**config.mk**
```make
export PLATFORM = sky130hd
export DESIGN_NAME = dma_ic_rd_ch
export DESIGN_NICKNAME = d
export VERILOG_FILES = /design/src/rtl/dma_ic_rd_ch.sv
export SDC_FILE = /design/constraint.sdc
export NUM_CORES = 1
export LEC_CHECK = 0
export BUFFER_PORTS_ARGS = -buffer_cell sky130_fd_sc_hd__buf_2
export CAP_MARGIN = 25
export CORE_MARGIN = 5
export CORE_UTILIZATION = 55
export CTS_CLUSTER_DIAMETER = 60
export DETAILED_ROUTE_END_ITERATION = 6
export GPL_TIMING_DRIVEN = 0
export PLACE_DENSITY = 0.85
export SLEW_MARGIN = 15
export SYNTH_ARGS = -nofsm -noshare
export SYNTH_HDL_FRONTEND = slang
export SYNTH_SLANG_ARGS = --single-unit
```
**constraint.sdc**
```tcl
create_clock -name clk -period 6.6 [get_ports clk]
set_input_delay 0.66 -clock clk [delete_from_list [all_inputs] [get_ports clk]]
set_output_delay 0.66 -clock clk [all_outputs]
set_load 0.01 [all_outputs]
```
**src/rtl/dma_ic_rd_ch.sv**
```systemverilog
// Instruction-cache line fetch channel: queues icache miss addresses and runs one memory
// read at a time, returning each line (or zeros on timeout) to the icache in request order.
module dma_ic_rd_ch #(
  parameter int dw      = 128,
  parameter int aw      = 33,
  parameter int QDEPTH  = 4,
  parameter int TIMEOUT = 255
) (
  input  logic          clk,
  input  logic          rst,
  input  logic [aw-1:0] ic_read_dma_addr_i,
  input  logic          ic_read_dma_valid_i,
  output logic          ic_read_dma_ack_o,
  output logic [aw-1:0] ic_read_addr_to_ic_o,
  output logic [dw-1:0] ic_read_dma_data_o,
  output logic [aw-1:0] mem_rd_addr_o,
  output logic          mem_rd_req_o,
  input  logic          mem_rd_gnt_i,
  input  logic [dw-1:0] mem_rd_data_i,
  input  logic          mem_rd_data_valid_i,
  output logic          ovf_o,
  output logic          tmo_o
);

  localparam int          PW       = (QDEPTH > 1) ? $clog2(QDEPTH) : 1;
  localparam logic [PW:0] QFULL    = (PW+1)'(QDEPTH);
  localparam logic [7:0]  TMO_LAST = 8'(TIMEOUT - 1);

  typedef enum logic [1:0] {IDLE, REQ, WAIT, RESP} state_e;

  state_e        state_q, state_d;

  logic [aw-1:0] q_mem [QDEPTH];
  logic [PW-1:0] wr_ptr_q, rd_ptr_q;
  logic [PW:0]   cnt_q, cnt_d;
  logic          q_empty, q_full, push, pop, drop;
  logic [aw-1:0] line_addr;

  logic [7:0]    wcnt_q, wcnt_d;
  logic          resp_ld, tmo_hit;
  logic [aw-1:0] mem_addr_q, resp_addr_q;
  logic [dw-1:0] resp_data_q;
  logic          ack_q, ovf_q, tmo_q;

  assign line_addr = ic_read_dma_addr_i & ~aw'('hF);
  assign q_empty   = (cnt_q == '0);
  assign q_full    = (cnt_q == QFULL);
  assign pop       = (state_q == IDLE) && !q_empty;
  // A full queue still takes the new request when its head leaves in the same cycle.
  assign push      = ic_read_dma_valid_i && !rst && (!q_full || pop);
  assign drop      = ic_read_dma_valid_i && !rst && q_full && !pop;

  always_comb begin
    cnt_d = cnt_q;
    case ({push, pop})
      2'b10:   cnt_d = cnt_q + 1'b1;
      2'b01:   cnt_d = cnt_q - 1'b1;
      default: cnt_d = cnt_q;
    endcase
  end

  // NOTE: the storage array is deliberately not reset; pointers and count alone define which
  // entries are live, so the array can map onto plain flops or RAM without a reset network.
  always_ff @(posedge clk) begin
    if (push) q_mem[wr_ptr_q] <= line_addr;
  end

  // NOTE: every always_comb output gets a default before the case so no path infers a latch.
  always_comb begin
    state_d = state_q;
    wcnt_d  = wcnt_q;
    resp_ld = 1'b0;
    tmo_hit = 1'b0;
    case (state_q)
      IDLE: if (!q_empty) state_d = REQ;
      REQ: begin
        if (mem_rd_gnt_i) begin
          state_d = WAIT;
          wcnt_d  = '0;
        end
      end
      WAIT: begin
        if (mem_rd_data_valid_i) begin
          state_d = RESP;
          resp_ld = 1'b1;
        end else if (wcnt_q == TMO_LAST) begin
          state_d = RESP;
          resp_ld = 1'b1;
          tmo_hit = 1'b1;
        end else begin
          wcnt_d = wcnt_q + 1'b1;
        end
      end
      RESP:    state_d = IDLE;
      default: state_d = IDLE;
    endcase
  end

  // NOTE: sequential state uses non-blocking assignments so every register samples
  // pre-edge values regardless of statement order.
  always_ff @(posedge clk) begin
    if (rst) begin
      state_q     <= IDLE;
      wr_ptr_q    <= '0;
      rd_ptr_q    <= '0;
      cnt_q       <= '0;
      wcnt_q      <= '0;
      mem_addr_q  <= '0;
      resp_addr_q <= '0;
      resp_data_q <= '0;
      ack_q       <= 1'b0;
      ovf_q       <= 1'b0;
      tmo_q       <= 1'b0;
    end else begin
      state_q <= state_d;
      wcnt_q  <= wcnt_d;
      cnt_q   <= cnt_d;
      if (push) wr_ptr_q <= wr_ptr_q + 1'b1;
      if (pop) begin
        mem_addr_q <= q_mem[rd_ptr_q];
        rd_ptr_q   <= rd_ptr_q + 1'b1;
      end
      if (resp_ld) begin
        resp_addr_q <= mem_addr_q;
        resp_data_q <= tmo_hit ? '0 : mem_rd_data_i;
      end
      ack_q <= (state_q == RESP);
      if (drop)    ovf_q <= 1'b1;
      if (tmo_hit) tmo_q <= 1'b1;
    end
  end

  assign mem_rd_req_o         = (state_q == REQ);
  assign mem_rd_addr_o        = mem_addr_q;
  assign ic_read_dma_ack_o    = ack_q;
  assign ic_read_addr_to_ic_o = resp_addr_q;
  assign ic_read_dma_data_o   = resp_data_q;
  assign ovf_o                = ovf_q;
  assign tmo_o                = tmo_q;

endmodule

```
==> results of run 1 <==
-- per-layer routing --
metal  up-vias  track usage, %  part of all wire [%]
met5         -               0                 0.085
met4         4           9.798                   4.0
met3        84           6.120                   8.3
met2       414           42.89                    49
met1      4050           32.31                    39
li1       3942               -                     -
-- logic make-up (layout without fill, tap and decap cells) --
family,after synthesis,in the layout,share of synthesized area [%]
simple gates,167,167,8.174
flops,322,322,65.92
compound gates,221,221,14.32
mux,30,30,5.757
fa+ha+maj,12,12,1.366
buf+inv,82,493,3.903
xor+xnor,7,7,0.5312
other cells,1,12,0.03249
-- power by group --
part / leakage [uW] / internal [uW] / switching, uW
Combinational: 0.00304 / 516 / 748
Sequential: 0.00272 / 2280 / 150
Clock: 0.000540 / 1060 / 760
-- path summary, 6_finish.rpt --
check                                start                  endpoint  slack [ns]  cells after the start
setup / recovery                state_q[1]                  cnt_q[2]        3.31                     10
setup reg to reg                state_q[1]                  cnt_q[2]        3.31                     10
hold reg to reg   ic_read_addr_to_ic_o[27]  ic_read_addr_to_ic_o[27]        0.47                      2
hold / removal           mem_rd_data_i[21]    ic_read_dma_data_o[21]        0.30                      2
-- synthesized netlist by cell type (2+ instances only) --
master	number
xnor2_1	3
o31a_1	2
o21ai_1	8
nand2b_1	31
buf_6	12
buf_1	3
edfxtp_1	116
o21ba_2	2
nand2_1	67
ha_1	11
nor4b_1	2
a22o_1	128
mux4_2	29
nand4b_1	29
clkbuf_1	34
o31ai_1	4
xor2_1	4
a21oi_1	40
inv_1	9
and2_1	5
nor2_1	12
o21ai_0	27
or3_1	4
nand3_1	5
or4_1	2
dfxtp_1	206
buf_2	14
buf_4	9
nand3b_1	3
-- cell type report --
type                    instances  area (um2)
repair buffers                353        1827
well taps                     275       344.1
flip-flops and latches        322        7607
clock buffers                  39       910.9
fillers                      1413        5989
plain buffers                  73       416.7
multi-input cells             445        3515
inverters                       9       33.78
diodes                          4       10.01
clock inverters                19       168.9
-- state kept, by name, summed over array words and instances (netlist names) --
signal / flops
rd_ptr_q: 2
state_q: 2
ic_read_addr_to_ic_o: 29
ic_read_dma_ack_o: 1
tmo_o: 1
ovf_o: 1
cnt_q: 3
q_mem: 116
ic_read_dma_data_o: 128
mem_rd_addr_o: 29
wr_ptr_q: 2
wcnt_q: 8
-- through the flow --
stage,setup WS (ns),util (%),area [um2]
floorplan,3.929,-,11570
global placement,3.414,65.62,13660
detailed placement,3.335,66.00,13740
CTS,3.314,71.19,14820
global route,3.086,71.24,14830
finish,3.306,71.24,14830
==> run summary, run 1 <==
Dpl hpwl -> 23360 um
Initial core utilization -> 55.43%
Max Clock Skew -> 0.01023 ns
Fin Setup TNS -> 0 ns
Commonest non-fill, non-tap cells in the layout -> 364 x buf_2, 206 x dfxtp_1, 128 x a22o_1
Number of synthesized flops with an enable pin -> 116
Most Frequent Cell on Critical Path -> clkbuf_1
DRT Pass-1 Iters -> 5
Post-synth top area cell -> dfxtp_1
Max Clk Rate -> 303.6 MHz
Leakage Power -> 0.006299 uW
Data arrival time of the worst path -> 3.72 ns
Final Critical Period -> 3.294 ns
Clock buffer depth -> 3
Area Growth Syn to Fin -> 28.52%
First-pass GRT wire length -> 48160 um
Worst path slowest cell -> clkbuf_1
Core area -> 20820 um2
Num rows -> 53
Part of the cycle the worst path needs -> 49.90%
CP delay by family, top -> buffers and inverters
Drt initial violations -> 703
Worst Setup End Kind -> register
Non-Filler Instances -> 1539
Max VDD drop -> 0.0002651 V
CP Buf/Inv Count -> 3
Hold Slack -> 0.3001 ns
Final nets -> 1413
Setup violations, final -> 0
Max-slew violations -> 0
Remaining antenna violation count -> 0
Routability cong. -> 0.9178
Mapped Cells -> 842
Hold buffer count at CTS -> 0
Post-synth top area share -> 35.73%
Die W -> 154.9 um
Share of cells above drive strength 1 -> 38.41%
Die height -> 154.9 um
CTS tree -> done
Placed Cells -> 1477
Status -> finished, final reports clean
Max-cap violations -> 0
Initial antenna violation count -> 6
Post-synth ARST share -> 0%
Avg WL per Cell -> 20.66 um
PostCTS Resize Cnt -> 0
Crit Path Category -> register to register
CTS HTree Levels -> 1
Worst-path fanout max -> 10
Die area -> 23980 um2
Routed vias/inst -> 5.519
# DRC -> 0
Vias -> 8494
Most common cell after layout, fill and taps aside -> buf_2
Drt total wl -> 31800 um
Yosys synthesis warning count -> 0
Mapped Avg Cell Area -> 13.71 um2
Overall Power -> 5517 uW
GRT Total Usage -> 25.54%
Top FF cell, synth -> dfxtp_1
Port Buffer Count -> 350
Share of the yosys chip area belonging to registers -> 65.92%
Pin count of the biggest net entering global routing -> 30
RSZ-0062 raised after global routing -> false
CP max stage delay -> 0.47 ns
Clock Latency Late Sink -> 0.56 ns
CP Cell Sequence -> inv_1, ha_1, clkbuf_1, o31a_1, clkbuf_1, nand2_1, fa_1, or3b_2, a31oi_1, a21oi_1
CTS Root Cell -> clkbuf_16
Slew HR -> 43.49%
Grt total ovfl -> 0
CTS Sinks -> 322
Count of cell types in the netlist -> 50
Synth area leaders -> dfxtp_1 36%, edfxtp_1 30%, a22o_1 9.7%
Required @ worst endpoint -> 7.02 ns
CTS clk-pin slew, worst paths -> 0.07 ns
Mapped cell area -> 11540 um2
CTS Buf Count -> 31
Power Density -> 372.0 nW/um2
Worst hold-check path type -> input pin to register
Final hold vios -> 0
I/O pin cnt -> 364
Postcts setup bufs -> 0
Worst-Margin Slew -> 0.8476 ns
Vias in the first global route -> 8475
Worst Setup Start Kind -> register
Synth Register Bits -> 322
Note: power is estimated with default switching activity, not from simulation.
==> run 2: changes to the inputs <==
--- a/config.mk
+++ b/config.mk
@@ -8,11 +8,11 @@
 export BUFFER_PORTS_ARGS = -buffer_cell sky130_fd_sc_hd__buf_2
 export CAP_MARGIN = 25
 export CORE_MARGIN = 5
-export CORE_UTILIZATION = 55
+export CORE_UTILIZATION = 46
 export CTS_CLUSTER_DIAMETER = 60
 export DETAILED_ROUTE_END_ITERATION = 6
 export GPL_TIMING_DRIVEN = 0
-export PLACE_DENSITY = 0.85
+export PLACE_DENSITY = 0.76
 export SLEW_MARGIN = 15
 export SYNTH_ARGS = -nofsm -noshare
 export SYNTH_HDL_FRONTEND = slang
==> constraint.sdc (replaced) <==
create_clock -name clk -period 2.9 [get_ports clk]
set_input_delay 0.29 -clock clk [delete_from_list [all_inputs] [get_ports clk]]
set_output_delay 0.29 -clock clk [all_outputs]
set_load 0.01 [all_outputs]
==> run 2 against run 1 <==
Compared with the run above: non-clock buffer count up 149; power up 130%; cell area up 10%; via count up 10%; sequential cell count unchanged; critical path depth down 1; sequential power up 130%; critical path type unchanged; critical endpoint unchanged.
==> run summary, run 2 (synthesis results as in run 1) <==
Remaining antenna violation count -> 0
Max FFs per register -> 128
Leakage Power -> 0.006909 uW
P_int -> 8864 uW
Pin count of the biggest net entering global routing -> 29
Slew HR -> 51.61%
RSZ-0062 raised after global routing -> false
Clock buffer depth -> 3
Clock Latency Late Sink -> 0.52 ns
Worst Setup Start Kind -> register
Max Clock Skew -> 0.02023 ns
Port Buffer Count -> 350
CP Cell Sequence -> inv_1, ha_2, o31a_1, clkbuf_4, nand2_1, fa_1, or3b_2, a31oi_1, a21oi_1
Post-layout util -> 65.61%
CP max stage delay -> 0.47 ns
Die height -> 168.4 um
Fin Setup TNS -> 0 ns
Die area -> 28360 um2
Final nets -> 1565
Max-cap violations -> 0
CTS clk-pin slew, worst paths -> 0.06 ns
DRT Pass-1 Iters -> 5
Final hold vios -> 0
Hold Slack -> 0.01820 ns
I/O pin cnt -> 364
Status -> finished, final reports clean
Routed vias/inst -> 5.375
Commonest non-fill, non-tap cells in the layout -> 364 x buf_2, 206 x dfxtp_1, 149 x dlygate4sd3_1
Area Growth Syn to Fin -> 41.91%
Reg power frac -> 43.4%
Max Clk Rate -> 354.4 MHz
Dpl hpwl -> 23780 um
Antenna cell count -> 0
Worst r2r src -> state_q[0]
Routability cong. -> 0.8768
Vias in the first global route -> 9635
Worst Setup End Kind -> register
Part of the cycle the worst path needs -> 97.29%
Power Density -> 782.2 nW/um2
Reg-to-reg slack, setup -> 0.08 ns
NetSw -> 3947 uW
Core area -> 24960 um2
CTS tree -> done
Worst-Margin Slew -> 0.7258 ns
Setup violations, final -> 0
Hold path start -> mem_rd_data_i[80]
Max-slew violations -> 0
FF+latch area -> 7607 um2
Grt total ovfl -> 0
Required @ worst endpoint -> 3.28 ns
Initial antenna violation count -> 1
Data arrival time of the worst path -> 3.20 ns
Reg2reg path depth -> 9
WHS Endpoint -> ic_read_dma_data_o[80]
CTS Root Cell -> clkbuf_16
Worst hold-check path type -> input pin to register
Hold Path Depth -> 2
Clock power frac -> 32.5%
Most common cell after layout, fill and taps aside -> buf_2
Drt initial violations -> 656
Overall Power -> 12810 uW
Share of cells above drive strength 1 -> 34.35%
CTS Sinks -> 322
Final Critical Period -> 2.821 ns
Vias -> 9364
Worst r2r dst -> cnt_q[2]
Worst-path fanout max -> 11
Multi-input combinational cell area -> 3517 um2
# DRC -> 0
Crit Path Category -> register to register
First-pass GRT wire length -> 55330 um
Postcts setup bufs -> 0
Avg WL per Cell -> 20.82 um
Initial core utilization -> 46.23%
Switching share of power -> 30.81%
Worst path slowest cell -> or3b_2
FILL cells -> 1798
Num rows -> 58
CTS HTree Levels -> 2
Drt total wl -> 36270 um
Comb pwr share -> 24.1%
GRT Total Usage -> 24.73%
CTS Buf Count -> 34
Max VDD drop -> 0.0006063 V
Die W -> 168.4 um
-- run 2: cell types whose count changed in the layout (fill, tap and decap cells not counted), moves of 2 or more --
cell,change
buf_12,+3
buf_16,-2
clkbuf_1,-2
clkinv_1,+5
clkinv_2,-3
diode_2,-4
dlygate4sd3_1,+149
inv_6,+4
-- run 2: power groups by stage --
| stage | clock, uW | combinational [uW] | sequential [uW] |
|---|---|---|---|
| final | 4160 | 3090 | 5560 |
| after global routing | 4430 | 3360 | 5610 |
| after CTS | 4230 | 3050 | 5540 |
| after detailed placement | 0 | 2860 | 5630 |
| after global placement | 0 | 2780 | 5620 |
| after floorplan | 0 | 1600 | 5730 |
-- run 2: per-stage QoR --
step	setup WS [ns]	area, um2	cells
after global routing	0.01844	16380	1742
after floorplan	0.2294	11570	849
after CTS	0.09188	16370	1741
after global placement	-0.3017	13730	1529
after detailed placement	-0.3503	13820	1533
final	0.07854	16380	1742
-- run 2: timing repair --
action,4_1_cts,5_1_grt
hold endpoints to repair,235,1
endpoints found under the setup margin,2,1
gates resized for setup,2,2
hold buffers,148,1
-- run 2: how the worst max path moves through the flow --
stage,startpoint,to
global placement,state_q[0],cnt_q[2]
finish,state_q[0],cnt_q[2]
CTS,state_q[0],cnt_q[2]
floorplan,state_q[0],cnt_q[2]
detailed placement,state_q[0],cnt_q[2]
global route,state_q[0],cnt_q[2]
-- run 2: per-layer routing --
layer / global-route usage, % / share of wire, % / vias to the layer above
li1: - / - / 4253
met1: 30.09 / 38 / 4512
met2: 41.26 / 49 / 468
met3: 5.729 / 7.6 / 129
met4: 12.63 / 5.6 / 2
met5: 0 / 0.019 / -
-- run 2: final cells by class --
| cell class | instances | share of cell area [%] |
|---|---|---|
| Clock inverter | 23 | 1.039 |
| Tap cell | 330 | 2.521 |
| Timing Repair Buffer | 503 | 20.29 |
| Sequential cell | 322 | 46.45 |
| Buffer | 72 | 2.544 |
| Inverter | 9 | 0.2063 |
| Clock buffer | 38 | 5.477 |
| Multi-Input combinational cell | 445 | 21.47 |
-- run 2: critical path, delay by kind of cell, from the launching register on --
kind	cells	cell delay [ns]
adders and majority gates	2	0.72
buffers and inverters	2	0.41
AOI/OAI and AO/OA	3	0.66
and+or+nand+nor	2	0.56
DFF	1	0.33
